## src/rtl/mult_result_collector_pkg.sv

```systemverilog
`default_nettype none
// +----------------------------------------------------------------------------+
// | Module  : mult_result_collector_pkg                                        |
// | Brief   : Shared sizing for mult_pipeline and its result collector.        |
// | Revision: 1.0 - initial release                                            |
// +----------------------------------------------------------------------------+
package mult_result_collector_pkg;

    localparam int W_DEF     = 24;
    localparam int LAT_DEF   = 10;
    localparam int DEPTH_DEF = 16;
    localparam int CNT_W     = $clog2(DEPTH_DEF) + 1;

    typedef logic [CNT_W-1:0] cnt_t;

endpackage : mult_result_collector_pkg
`default_nettype wire

```

## src/rtl/sync_fifo.sv

```systemverilog
`default_nettype none
// +----------------------------------------------------------------------------+
// | Module  : sync_fifo                                                        |
// | Brief   : Single-clock FIFO, registered storage with combinational read.   |
// | Revision: 1.0 - initial release                                            |
// +----------------------------------------------------------------------------+
module sync_fifo #(
    parameter int W     = 24,
    parameter int DEPTH = 16
) (
    input  logic                     clk,
    input  logic                     rst,
    input  logic                     wr_en,
    input  logic [W-1:0]             wr_data,
    input  logic                     rd_en,
    output logic [W-1:0]             rd_data,
    output logic [$clog2(DEPTH):0]   count,
    output logic                     empty,
    output logic                     full
);

    localparam int PTR_W = $clog2(DEPTH);
    localparam int CNT_W = PTR_W + 1;
    localparam logic [PTR_W-1:0] c_ptr_one = PTR_W'(1);
    localparam logic [CNT_W-1:0] c_cnt_one = CNT_W'(1);

    logic [W-1:0]     r_mem [DEPTH];
    logic [PTR_W-1:0] r_wr_ptr;
    logic [PTR_W-1:0] r_rd_ptr;
    logic [CNT_W-1:0] r_count;

    // Storage is cleared on reset so the head reads zero while empty.
    always_ff @(posedge clk or posedge rst) begin
        if (rst) begin
            r_wr_ptr <= '0;
            r_rd_ptr <= '0;
            r_count  <= '0;
            for (int i = 0; i < DEPTH; i++) begin
                r_mem[i] <= '0;
            end
        end else begin
            if (wr_en) begin
                r_mem[r_wr_ptr] <= wr_data;
                r_wr_ptr        <= r_wr_ptr + c_ptr_one;
            end
            if (rd_en) begin
                r_rd_ptr <= r_rd_ptr + c_ptr_one;
            end
            case ({wr_en, rd_en})
                2'b10:   r_count <= r_count + c_cnt_one;
                2'b01:   r_count <= r_count - c_cnt_one;
                default: r_count <= r_count;
            endcase
        end
    end

    assign rd_data = r_mem[r_rd_ptr];
    assign count   = r_count;
    assign empty   = (r_count == '0);
    assign full    = (r_count == CNT_W'(DEPTH));

endmodule : sync_fifo
`default_nettype wire

```

## src/rtl/mult_result_collector.sv

```systemverilog
`default_nettype none
// +----------------------------------------------------------------------------+
// | Module  : mult_result_collector                                            |
// | Brief   : Credit-gated capture of non-stalling multiply pipeline results.  |
// | Revision: 1.0 - initial release                                            |
// +----------------------------------------------------------------------------+
module mult_result_collector
    import mult_result_collector_pkg::*;
#(
    parameter int W     = W_DEF,
    parameter int LAT   = LAT_DEF,
    parameter int DEPTH = DEPTH_DEF
) (
    input  logic                      clk,
    input  logic                      rst,
    input  logic                      issue_req,
    output logic                      issue_ok,
    input  logic [W-1:0]              pipe_result,
    output logic                      out_valid,
    input  logic                      out_ready,
    output logic [W-1:0]              out_data,
    output logic [$clog2(DEPTH):0]    credits
);

    localparam int L_CNT_W = $clog2(DEPTH) + 1;
    localparam logic [L_CNT_W-1:0] c_cnt_one = L_CNT_W'(1);

    logic [LAT-1:0]     r_vld_sr;
    logic [L_CNT_W-1:0] r_credits;
    logic               w_fire;
    logic               w_pop;
    logic               w_cap;
    logic               w_empty;
    logic               w_full;
    logic [L_CNT_W-1:0] w_count;

    assign issue_ok  = (r_credits != '0);
    assign w_fire    = issue_req & issue_ok;
    assign out_valid = ~w_empty;
    assign w_pop     = out_valid & out_ready;
    assign w_cap     = r_vld_sr[LAT-1];
    assign credits   = r_credits;

    // Valid bit travels alongside the operand so capture lines up with cOut.
    generate
        if (LAT == 1) begin : g_sr_single
            always_ff @(posedge clk or posedge rst) begin
                if (rst) r_vld_sr <= '0;
                else     r_vld_sr <= w_fire;
            end
        end else begin : g_sr_multi
            always_ff @(posedge clk or posedge rst) begin
                if (rst) r_vld_sr <= '0;
                else     r_vld_sr <= {r_vld_sr[LAT-2:0], w_fire};
            end
        end
    endgenerate

    always_ff @(posedge clk or posedge rst) begin
        if (rst) begin
            r_credits <= L_CNT_W'(DEPTH);
        end else begin
            case ({w_pop, w_fire})
                2'b10:   r_credits <= r_credits + c_cnt_one;
                2'b01:   r_credits <= r_credits - c_cnt_one;
                default: r_credits <= r_credits;
            endcase
        end
    end

    sync_fifo #(
        .W     (W),
        .DEPTH (DEPTH)
    ) u_fifo (
        .clk     (clk),
        .rst     (rst),
        .wr_en   (w_cap),
        .wr_data (pipe_result),
        .rd_en   (w_pop),
        .rd_data (out_data),
        .count   (w_count),
        .empty   (w_empty),
        .full    (w_full)
    );

    // Credits guarantee room for every in-flight result; a capture into a full FIFO is a bug.
    a_no_overflow: assert property (@(posedge clk) disable iff (rst) !(w_cap && w_full))
        else $error("collector capture while FIFO full");

    a_credit_balance: assert property (@(posedge clk) disable iff (rst)
        (int'(r_credits) + int'(w_count) + $countones(r_vld_sr)) == DEPTH)
        else $error("collector credit balance broken");

endmodule : mult_result_collector
`default_nettype wire
```

## config.mk

```make
export PLATFORM = sky130hd
export DESIGN_NAME = mult_result_collector
export DESIGN_NICKNAME = d
export VERILOG_FILES = /design/src/rtl/mult_result_collector_pkg.sv /design/src/rtl/sync_fifo.sv /design/src/rtl/mult_result_collector.sv
export SDC_FILE = /design/constraint.sdc
export NUM_CORES = 1
export LEC_CHECK = 0
export CELL_PAD_IN_SITES_DETAIL_PLACEMENT = 1
export CELL_PAD_IN_SITES_GLOBAL_PLACEMENT = 1
export CORE_MARGIN = 2
export CORE_UTILIZATION = 30
export CTS_BUF_LIST = sky130_fd_sc_hd__clkbuf_2 sky130_fd_sc_hd__clkbuf_4 sky130_fd_sc_hd__clkbuf_8
export DETAILED_ROUTE_END_ITERATION = 12
export PLACE_DENSITY_LB_ADDON = 0.08
export REMOVE_ABC_BUFFERS = 1
export SETUP_SLACK_MARGIN = 0.02
export SYNTH_ARGS = -nofsm -noshare
export SYNTH_HDL_FRONTEND = slang
export SYNTH_SLANG_ARGS = --single-unit
```

## constraint.sdc

```tcl
create_clock -name clk -period 22.4 [get_ports clk]
set_input_delay 4.48 -clock clk [delete_from_list [all_inputs] [get_ports clk]]
set_output_delay 4.48 -clock clk [all_outputs]
set_load 0.02 [all_outputs]
```

Word level (Yosys, flattened, before mapping):

Index checks and enable logic that the tools add are counted.

* reduce and logical (&&, ||, !) cells: 5
* add/sub/neg operators: 6
* bitwise operators: 5
* muxes and demuxes: 8
* equality and inequality tests: 4
* order comparisons: 3

Operators with widths (number)
* $bwmux 384: 1
* $bmux 24 s4: 1
* $demux 24 s4: 1
* $mux 24: 3
* $pmux 5 s2: 2
* $add 5x1->5 const B: 2
* $ge 5x5->1 const B: 2
* $not 4->5: 2
* $sub 5x1->5 const B: 2
* $add 4x1->4 const B: 2
* $logic_not 5->1: 1
* $lt 5x1->1 const B: 1
* $reduce_bool 5->1: 1
* $eq 2x1->1 const B: 2
* $eq 2x2->1 const B: 2
* $reduce_bool 2->1: 2
* $and 1x1->1: 2
* $logic_and 1x1->1: 1
* $not 1->1: 1

* logic and storage cells: 52
* flip-flop bits (word level): 412
* output and inout port bits: 31
* input bits: 28

Logic depth before layout (Yosys ltp):

* depth after elaboration: 6
* depth in mapped cells: 12
* gate-level depth less buffers: 12

By module:

A second synthesis with hierarchy kept.

* cells, all modules: 1190
* area total of the unflattened synthesis: 18977.0 um^2

Modules (own cells, without submodules)
* sync_fifo: cells each 1136, area each 18316.3 um^2, seq. area each 9934.5 um^2, times used 1
* mult_result_collector: cells each 54, area each 660.6 um^2, seq. area each 376.6 um^2, times used 1

Least setup slack after synthesis:

OpenSTA, ideal clock, no wires.

* path type: in2reg
* start: in out_ready
* end: reg u_fifo.r_count[4] (netlist: u_fifo.count[4])
* buffers on the path: 0
* arrival: 6110 ps
* slack: 16168 ps
* cell stages on the path: 10
* required time: 22277 ps
* setup time: 123 ps
* path through: nand2_1 -> inv_1 -> ha_1 -> inv_1 -> fa_1 -> nor2b_1 -> o21ai_0 -> nand3_1 -> or3b_1 -> xnor2_1

* word-level cells in the longest chain between the ends: 3
* elaborated cells between the ends (all ways): 5
* those cells by class: eq/ne: 2; mux: 1; bitwise: 1; reduce/logical: 1

RTL lines
* from (decl): line mult_result_collector.sv:20 `input logic out_ready,`
* $and 1x1->1 (*): line mult_result_collector.sv:40 `assign w_pop = out_valid & out_ready;`
* via u_fifo.rd_en: line sync_fifo.sv:15 `input logic rd_en,`
* $eq 2x1->1 or $eq 2x2->1 (tied branches): line sync_fifo.sv:49 `case ({wr_en, rd_en})`
* $pmux 5 s2 or $reduce_bool 2->1 (tied branches)
* to (signal assigned): line sync_fifo.sv:50 `2'b10: r_count <= r_count + c_cnt_one;`
* to (signal assigned): line sync_fifo.sv:51 `2'b01: r_count <= r_count - c_cnt_one;`
* to (signal assigned): line sync_fifo.sv:52 `default: r_count <= r_count;`
* to (decl): line sync_fifo.sv:30 `logic [CNT_W-1:0] r_count;`

Mark *: on every way through the listed nets, which the timed path passes. The rest lies on a longest branch.
A chain may end at the register's enable or synchronous reset.

Final worst setup path:

* start: reg u_fifo.r_rd_ptr[0]
* end: out out_data[21]

* word-level cells in the longest chain between the ends: 4

RTL lines
* from (decl): line sync_fifo.sv:29 `logic [PTR_W-1:0] r_rd_ptr;`
* from (signal assigned): line sync_fifo.sv:47 `r_rd_ptr <= r_rd_ptr + c_ptr_one;`
* $not 4->5 (not written as such): line sync_fifo.sv:57 `assign rd_data = r_mem[r_rd_ptr];`
* $bmux 24 s4: line sync_fifo.sv:57
* $mux 24 (not written as such) (2 in series): line sync_fifo.sv:57
* to (decl): line mult_result_collector.sv:21 `output logic [W-1:0] out_data,`

No other way between the ends. The select of a mux whose other input is x is not followed.

==> results.cfg <==
[die]
initial_core_util_pct = 30.4
dieHeight_um = 257
die_w_um = 257
core_um2 = 63200
die_area_um2 = 66000
rows = 92
ioPinCount = 59

[synthesis]
synth-seq-area-share_pct = 53.7
synth_area_leaders = dfrtp_1 54%, mux2_2 21%, mux4_2 5.6%
async_flop_share_pct = 100
synth_top_area_share_pct = 53.6
synth_edf_count = 0
yosys_warnings = 0
synthTopCellsByCount = 411 x dfrtp_1, 363 x mux2_2, 97 x mux2i_1, 48 x buf_6, 48 x mux4_2
synth_area_um2 = 19200
ys.flop_type = dfrtp_1
yosysUniqueCellTypes = 35
synth-seq-cells = 412
syn_inst = 1272
syn_area_per_cell_um2 = 15.1
synth_most_common_cell = dfrtp_1
synth_area_leader_cell = dfrtp_1

[routing]
dr.pass1.iters = 6
drt_iter0_drc = 476
routedWlPerCell_um = 24.1
drt_wl_total_um = 53600
ant_nets = 0
drc = 0
dr_total_vias = 11000
via_per_inst = 4.95

[timing]
finalSetupViolCount = 0
grt_setup_unrepaired = false
finalCritPeriodShare_pct = 38.5
slew_headroom_pct = 26.6
maxSlewViolCount = 0
fin_setup_tns_ps = 0
period_needed_ps = 8630
worst_clock_skew_ps = 17.9
fmaxAchievable_mhz = 116
worst_slew_pin_slew_ps = 1100
hold_viol = 0
fin_ws_ps = 13770

[critical_path]
crit_arrival_ps = 4150
start_kind = flip-flop
startpoint = u_fifo.r_rd_ptr[0]
path_max_fanout = 97
path_class = flip-flop to output pin
timing.rr.start = u_fifo.count[0]
cp.required_ps = 17920
worstPathCellList = buf_12, mux2i_1, a221oi_1, o21ai_0, nand2_1, clkdlybuf4s50_1
cp_slowest_cell = dfrtp_4
max_stage_delay_ps = 1100
r2r_cells = 11
worstReg2RegEnd = u_fifo.count[4]
r2r_setup_slack_ps = 19380
worst_setup_path_end_kind = output pin

[power_and_ir_drop]
leakage_nw = 9.28
power.switching_mw = 1.22
clock_power_share_pct = 21.1
ir_drop_mv = 0.0696
seqPwrFrac_pct = 38.1
combPwrFrac_pct = 40.8
powerDensity_nw_per_um2 = 162
internal_power_mw = 2.31
switching_share_pct = 34.7

[global_routing]
grt_pass1_wl_um = 81900
grt_pass1_vias = 12300
track_usage_pct = 16.6
grt_max_degree = 98
grt-ovfl-total = 0
antenna_found_initial = 1

[place]
io_buffers = 58
gp_congestion = 0.688
hpwlAfterDp_um = 28800
dp.cells = 2092
pre_cts_slack_ps = 14010

[min_path]
min_to = r_vld_sr[1]
holdCritPathClass = flip-flop to flip-flop
holdPathStages = 0
hold_start = r_vld_sr[0]

[layout]
post-route-util_pct = 34.5
fillers = 6528
num-nets-final = 1371
layoutNonFillerInstCount = 2220
areaGrowthSynthToFinish_pct = 13.5
drive_above_1_share_pct = 44.8

[cts]
clk_latency_ps = 640
numCtsBuffers = 80
cts_resized = 0
path_clk_slew_ps = 60
post-cts-setup-buffers = 0
cts.sinks = 412
cts_tree = yes
clk_path_buf_depth = 3
cts-root-buf = clkbuf_8
h-tree-depth = 3
cts_hold_buf = 0

[status]
status = finished clean

[flow_run]
maxCapViolations = 0
[power groups by stage]
stage	Sequential [mW]	Combinational, mW	Clock [mW]
final	1.35	1.44	0.745
after global routing	1.40	1.56	0.812
after CTS	1.35	1.47	0.780
after detailed placement	1.36	1.47	0
after global placement	1.35	1.45	0
after floorplan	1.34	1.03	0
[flip-flops by register name, summed over array words and instances (netlist names)]
| signal | cells |
|---|---|
| u_fifo.r_wr_ptr | 4 |
| r_vld_sr | 10 |
| credits | 5 |
| u_fifo.r_rd_ptr | 4 |
| u_fifo.r_mem | 384 |
| u_fifo.count | 5 |
[critical path, delay by kind of cell (launching register included)]
| family | cells | cell delay, ps |
|---|---|---|
| buffers and inverters | 2 | 1280 |
| DFF | 1 | 1100 |
| AOI/OAI and AO/OA | 2 | 600 |
| muxes | 1 | 280 |
| and+or+nand+nor | 1 | 130 |
[worst max path at each step]
stage / endpoint / slack (ps)
after global routing: out_data[18] / 13480
after detailed placement: u_fifo.r_mem[68] / 14010
after global placement: u_fifo.r_mem[199] / 14050
after floorplan: credits[0] / 6460
after CTS: out_data[21] / 13600
final: out_data[21] / 13770
[layout make-up]
class                   count  area, µm²  share of cell area [%]
clock buffers             117       1470                    6.73
flip-flops and latches    412      10300                    47.4
clock inverters            10       85.1                   0.391
well taps                 846       1060                    4.86
inverters                  14       60.1                   0.276
repair buffers             79        751                    3.45
multi-input cells         741       8040                    36.9
diodes                      1       2.50                  0.0115
[cells by family (layout without fill, tap and decap cells)]
kind of cell	count (synthesis)	after routing	synth area share, %
compound gates	110	110	4.47
xor+xnor	14	14	0.639
fa+ha+maj	15	15	1.06
buf+inv	119	220	4.46
flops	412	412	53.7
mux	529	529	33.6
other cells	0	1	0
simple gates	73	73	2.04
[metal layers]
| metal | GRT usage (%) | up-vias | routed length [µm] |
|---|---|---|---|
| li1 | - | 4803 | - |
| met1 | 23.3 | 5958 | 26100 |
| met2 | 26.4 | 144 | 24800 |
| met3 | 2.96 | 86 | 1440 |
| met4 | 4.59 | 0 | 1190 |
| met5 | 0 | - | 0 |
[cell usage in the layout (no fill, tap or decap), types with 3 or more instances in the layout]
cell,synthesis,layout
clkbuf_4,0,23
o21ai_1,5,5
nand3_1,3,3
mux4_2,48,48
buf_4,11,20
ha_1,13,13
clkinv_2,0,5
clkbuf_8,0,94
dfrtp_1,411,409
a22oi_1,24,24
a221oi_1,38,38
xnor2_1,9,9
inv_1,14,13
xor2_1,5,5
a21oi_1,4,4
o21ai_0,27,27
a221oi_2,10,10
nand2_4,4,4
mux2_4,21,21
mux2_2,363,363
mux2i_1,97,97
and2_2,0,5
nand2_1,40,40
nand2_2,8,8
clkdlybuf4s50_1,0,58
clkinvlp_4,0,4
[through the flow]
stage / power [mW] / cell area, µm² / hold WS [ps]
after global placement: 2.79 / 20200 / 334
after detailed placement: 2.83 / 20200 / 336
after CTS: 3.60 / 21800 / 350
after global routing: 3.77 / 21800 / 359
after floorplan: 2.37 / 18400 / 331
final: 3.53 / 21800 / 349
(Power assumes the default switching activity.)
==> RTL change 1, RTL diff (config.mk and constraints unchanged) <==
Set the package constant `LAT_DEF` to 11 (it was 10).
--- a/src/rtl/mult_result_collector_pkg.sv
+++ b/src/rtl/mult_result_collector_pkg.sv
@@ -9,3 +9,3 @@
     localparam int W_DEF     = 24;
-    localparam int LAT_DEF   = 10;
+    localparam int LAT_DEF   = 11;
     localparam int DEPTH_DEF = 16;
Check against the original RTL: same outputs for any inputs over 4 cycles, from zero or initial values and one cycle with rst high; that may be too few to reach the edited logic, so the function may still have changed.
==> RTL change 1 against the original RTL <==
  * Synthesized cell count about the same
  * Via count increased by 0.13%
  * Wire length decreased by 1.1%
  * Final area increased by 0.98%
  * Area after synthesis about the same
  * Setup slack got worse by 1.2 ns
  * Power increased by 1.3%
  * Sequential cell count increased by 1
  * First-iteration DRC count decreased by 9.7%
  * Sequential share of layout area decreased by 0.34 points
  * Critical path type unchanged
  * Critical endpoint is now out_data[0]
  * Largest power group unchanged
  * Highest routed layer is now met5
==> RTL change 1: results (changes against the original RTL) <==
The largest registers in the layout are u_fifo.r_mem (384), r_vld_sr (11). The deepest clock path buffer count is 3 (unchanged), and the number of port buffers is 58 (unchanged). The tools report the estimated wirelength of the detail-placed design as 28,400 um (-1.5%). The setup total negative slack is 0 ns (unchanged), and the largest voltage drop on the vdd net is 52.9 uV (-24%). The clock-pin slew of the registers on the worst-case setup and hold paths is 0.05 ns, and the placement-stage worst setup slack is 13.04 ns (-0.974 ns). The flow ran to the end, and the final reports show no timing, DRC or antenna violations. The tools report the number of antenna violations at the first check in global routing as 2 (+1). The main flop type after synthesis is dfrtp_1. By area the synthesized netlist is led by dfrtp_1 (54%), mux2_2 (21%), mux4_2 (5.6%). The classification of the worst-slack hold path is flop to flop. The first-iteration detailed-routing DRC count was 430 (-9.7%).

Maximum cell stage delay along the critical path: 0.88 ns (-0.22 ns). For the pin count of the biggest net entering global routing, the log shows 162 (+65%). The via count of the first global-routing pass was 12,449 (+1.4%). The global-route wire length before repair is 82,000 um (about the same).

Cell at the root of the clock tree: clkbuf_8. In the synthesized netlist, the cells that appear most often are dfrtp_1 (412), mux2_2 (362), mux2i_1 (97). The tools report the worst clock skew as 0.0231 ns (+0.00519 ns). For the number of buffers added by the clock tree synthesis step, the log shows 81 (+1.3%). Fraction of final layout cells with drive strength greater than 1: 45.3% (+0.52 points). Worst max-slew margin expressed relative to the limit: 20.6% (-6.0 points).

The run gives 16.6% (-0.035 points) as the total global routing track utilization. The maximum fanout encountered on the critical timing path was 51 (-47%). For the static leakage, the log shows 9.41 nW (+1.4%). The per-cell routed wire length is 23.7 um (-1.7%).

The tools report the number of H-tree levels as 3 (unchanged). Final weighted congestion in routability-driven placement: 0.672 (-2.3%). At the later pin of the worst-skew pair, clock insertion delay measures 0.65 ns.

The data arrival time at the worst-slack endpoint is 5.37 ns (+1.22 ns). The slowest cell on the critical path was buf_4. The post-CTS setup buffer count is 0 (unchanged), and the register area share after synthesis is 53.9% (+0.14 points).

The proportion of synthesized flip-flops having asynchronous set or reset is 100% (unchanged), and the number of warnings reported in the yosys synthesis log is 0 (unchanged). The number of nets in the final layout came out at 1,372 (+0.073%). The number of instances resized during post-cts repair is 0 (unchanged). The logs give 4 (-2) for the first-pass detailed-route iteration total and 0 (unchanged) for the number of nets with antenna violations after detailed routing. The ratio of routed vias to standard cells came out at 4.92 (-0.54%).

The tools report the post-place instance area as 20,300 um2 (+0.11%). The cell family contributing the most delay on the critical path is buffers and inverters. The unique cell type count in the Yosys netlist was 35 (unchanged).
==> RTL change 1: final cells by class <==
class / count / area [um2]
clock inverter: 7 / 41.3
sequential: 413 / 10300
timing repair buffer: 78 / 743
antenna: 1 / 2.50
inverter: 14 / 60.1
clock buffer: 135 / 1700
tap: 846 / 1060
multi-input combinational: 741 / 8050
fill: 6440 / 41200
==> RTL change 1: worst paths after layout <==
check	from	endpoint	slack (ns)	depth (start not counted)
worst max-delay path	u_fifo.r_rd_ptr[0]	out_data[0]	12.55	8
worst min-delay path	r_vld_sr[9]	r_vld_sr[10]	0.35	0
worst max register to register	u_fifo.count[0]	u_fifo.count[4]	19.31	11
worst min register to register	r_vld_sr[9]	r_vld_sr[10]	0.35	0
max in group asynchronous	rst	u_fifo.r_mem[25]	14.94	5
min in group asynchronous	rst	u_fifo.r_mem[103]	4.43	2
==> RTL change 1: cells by family (layout without fill, tap and decap cells) <==
family,count (synthesis),count (layout),synth area share (%)
AO/OA/AOI/OAI,110,110,4.47
multiplexers,529,529,33.7
flip-flops,413,413,53.9
other,0,1,0
AND/OR/NAND/NOR,73,73,2.04
adder cells (fa/ha/maj),15,15,1.06
XOR/XNOR,14,14,0.639
buffers and inverters,119,234,4.29
==> RTL change 1: report_power, final <==
part           switching (W)  total (W)  internal, W  leakage [nW]
Combinational       0.000674    0.00143     0.000760          3.61
Clock               0.000332   0.000808     0.000475         0.930
Sequential          0.000213    0.00134      0.00112          4.87
Total                0.00122    0.00358      0.00236          9.41
==> RTL change 1: metal layers <==
layer	part of all wire [%]	global-route usage (%)	wire [um]
met1	47	22.1	24900
met5	0.036	0	19
met3	3.2	3.18	1690
met4	2.2	4.65	1190
met2	48	27.5	25200
==> RTL change 1: per-stage QoR <==
step                std cells  hold slack [ns]
finish                   2235            0.346
global route             2235            0.356
CTS                      2234            0.349
detailed placement       2092            0.336
global placement         2092            0.333
floorplan                1168            0.331
==> RTL change 2, RTL diff (config.mk and constraints unchanged) <==
Without the edit above. Put one more register stage on the output `credits`, cleared by the reset. The value now appears one clock later. The other outputs are not delayed to match.
--- a/src/rtl/mult_result_collector.sv
+++ b/src/rtl/mult_result_collector.sv
@@ -41,3 +41,9 @@
     assign w_cap     = r_vld_sr[LAT-1];
-    assign credits   = r_credits;
+    always_ff @(posedge clk or posedge rst) begin
+        if (rst) begin
+            credits <= '0;
+        end else begin
+            credits <= r_credits;
+        end
+    end
 
Check against the original RTL: not equivalent (Yosys sat finds a counterexample within 4 cycles, from zero or initial values and one cycle with rst high).
==> RTL change 2 against the original RTL <==
  * Final area increased by 1.1%
  * Highest routed layer unchanged
  * Area after synthesis increased by 0.59%
  * Largest power group unchanged
  * Critical path type unchanged
  * Wire length increased by 2.1%
  * Hold slack got worse by 0.0046 ns
  * Sequential cell count increased by 5
  * Setup slack got worse by 0.23 ns
  * Power increased by 1.9%
  * Register-to-register slack got worse by 0.08 ns
==> RTL change 2: results (changes against the original RTL) <==
The cell at the root of the clock tree is clkbuf_8. The first-pass detailed-route iteration total was 4 (-2). Register area share after synthesis: 54.0% (+0.33 points). The run finished with clean final reports. The classification of the worst-slack hold path was flop to flop. The maximum fanout encountered on the critical timing path came out at 25 (-74%). The fraction of final layout cells with drive strength greater than 1 was 44.8% (about the same).

The run gives 12,563 (+2.3%) as the via count of the first global-routing pass. Number of H-tree levels: 3 (unchanged). The largest registers in the layout are u_fifo.r_mem (384), r_vld_sr (10). Global-route wire length before repair: 83,100 um (+1.4%). The actual transition at the worst max-transition pin came out at 1.14 ns (+0.0391 ns). Counting instances in the post-synthesis netlist gives the leading cell types as dfrtp_1 (416), mux2_2 (363), mux2i_1 (97). The logs give 0 (unchanged) for the final number of setup-violating endpoints and 111 uV (+60%) for the largest voltage drop on the vdd net. The logs give 9.40 nW (+1.3%) for the static leakage and 0 (unchanged) for the number of instances resized during post-cts repair.

For the post-place instance area, the log shows 20,400 um2 (+0.62%). The tools report the sum of routed wire length over all layers as 54,700 um (+2.1%). The pin count of the biggest net entering global routing is 155 (+58%).

The proportion of synthesized flip-flops having asynchronous set or reset came out at 100% (unchanged). The post-CTS setup buffer count came out at 0 (unchanged). The ratio of routed vias to standard cells came out at 4.96 (+0.25%).

The count of final max-slew check failures was 0 (unchanged). The logs give 0 (unchanged) for the number of warnings reported in the yosys synthesis log and 463 (-2.7%) for the first-iteration detailed-routing DRC count. The estimated wirelength of the detail-placed design was 28,900 um (+0.39%).

The run gives 0.682 (-0.81%) as the final weighted congestion in routability-driven placement. The number of antenna violations at the first check in global routing was 1 (unchanged). The tools report the number of hold violations in the final report as 0 (unchanged). The number of buffers added by the clock tree synthesis step is 81 (+1.3%). For the worst clock skew, the log shows 0.0207 ns (+0.00280 ns). The number of port buffers works out to 58 (unchanged).

The total global routing track utilization came out at 16.8% (+0.20 points). The unique cell type count in the Yosys netlist is 36 (+2.9%), and the number of nets in the final layout is 1,374 (+0.22%). The data arrival time at the worst-slack endpoint is 4.38 ns (+0.23 ns).

Ranked by total cell area, the synthesized netlist is headed by dfrtp_1 (54%), mux2_2 (21%), mux4_2 (5.6%).
RTL change 2: layout make-up:
type | count | area [um2]
fillers | 6658 | 42000
flip-flops and latches | 417 | 10400
multi-input cells | 741 | 8040
clock buffers | 130 | 1620
well taps | 855 | 1070
repair buffers | 76 | 741
inverters | 14 | 60.1
clock inverters | 4 | 47.5
diodes | 1 | 2.50
RTL change 2: final timing paths:
kind | startpoint | endpoint | slack [ns] | cells after the start
setup reg to reg | u_fifo.r_rd_ptr[2] | u_fifo.r_rd_ptr[3] | 19.30 | 5
hold / removal | r_vld_sr[1] | r_vld_sr[2] | 0.34 | 0
hold reg to reg | r_vld_sr[1] | r_vld_sr[2] | 0.34 | 0
setup / recovery | u_fifo.r_rd_ptr[2] | out_data[20] | 13.54 | 7
max in group asynchronous | rst | u_fifo.r_mem[109] | 15.67 | 4
min in group asynchronous | rst | u_fifo.r_mem[335] | 4.48 | 2
RTL change 2: logic make-up after synthesis:
group	after synthesis	share of synthesized area [%]
xor gates and xnor gates	14	0.635
DFF	417	54.0
buffers and inverters	119	4.36
and+or+nand+nor	73	2.04
AOI/OAI and AO/OA	110	4.44
muxes	529	33.4
adders and majority gates	15	1.05
RTL change 2: critical path: stages, from the launching register on:
cell and delay [ns]:
dfrtp_1 0.95, buf_4 0.41, and2_2 0.70, buf_4 0.54, a221oi_1 0.20, o21ai_0 0.21, nand2_1 0.14, clkdlybuf4s50_1 0.57
RTL change 2: metrics by stage:
stage / hold slack (ns) / worst slack [ns] / power (W) / util [%] / instances
after floorplan: 0.331 / 6.32 / 0.00238 / - / 1172
after global placement: 0.335 / 14.17 / 0.00282 / 31.8 / 2103
after detailed placement: 0.338 / 14.09 / 0.00285 / 31.8 / 2103
after CTS: 0.347 / 13.32 / 0.00367 / 34.4 / 2237
after global routing: 0.360 / 13.23 / 0.00385 / 34.4 / 2238
final: 0.345 / 13.54 / 0.00360 / 34.4 / 2238
RTL change 2: layer usage:
| metal | wire length (um) | vias up | global-route usage [%] |
|---|---|---|---|
| met2 | 26600 | 149 | 28.0 |
| li1 | - | 4826 | - |
| met4 | 1100 | 0 | 5.11 |
| met3 | 1720 | 78 | 2.89 |
| met5 | 0 | - | 0 |
| met1 | 25300 | 6055 | 22.4 |
RTL change 2: where the power goes:
part / total [W] / switching, W / internal (W)
Sequential: 0.00136 / 0.000226 / 0.00113
Combinational: 0.00145 / 0.000684 / 0.000762
Clock: 0.000791 / 0.000328 / 0.000463
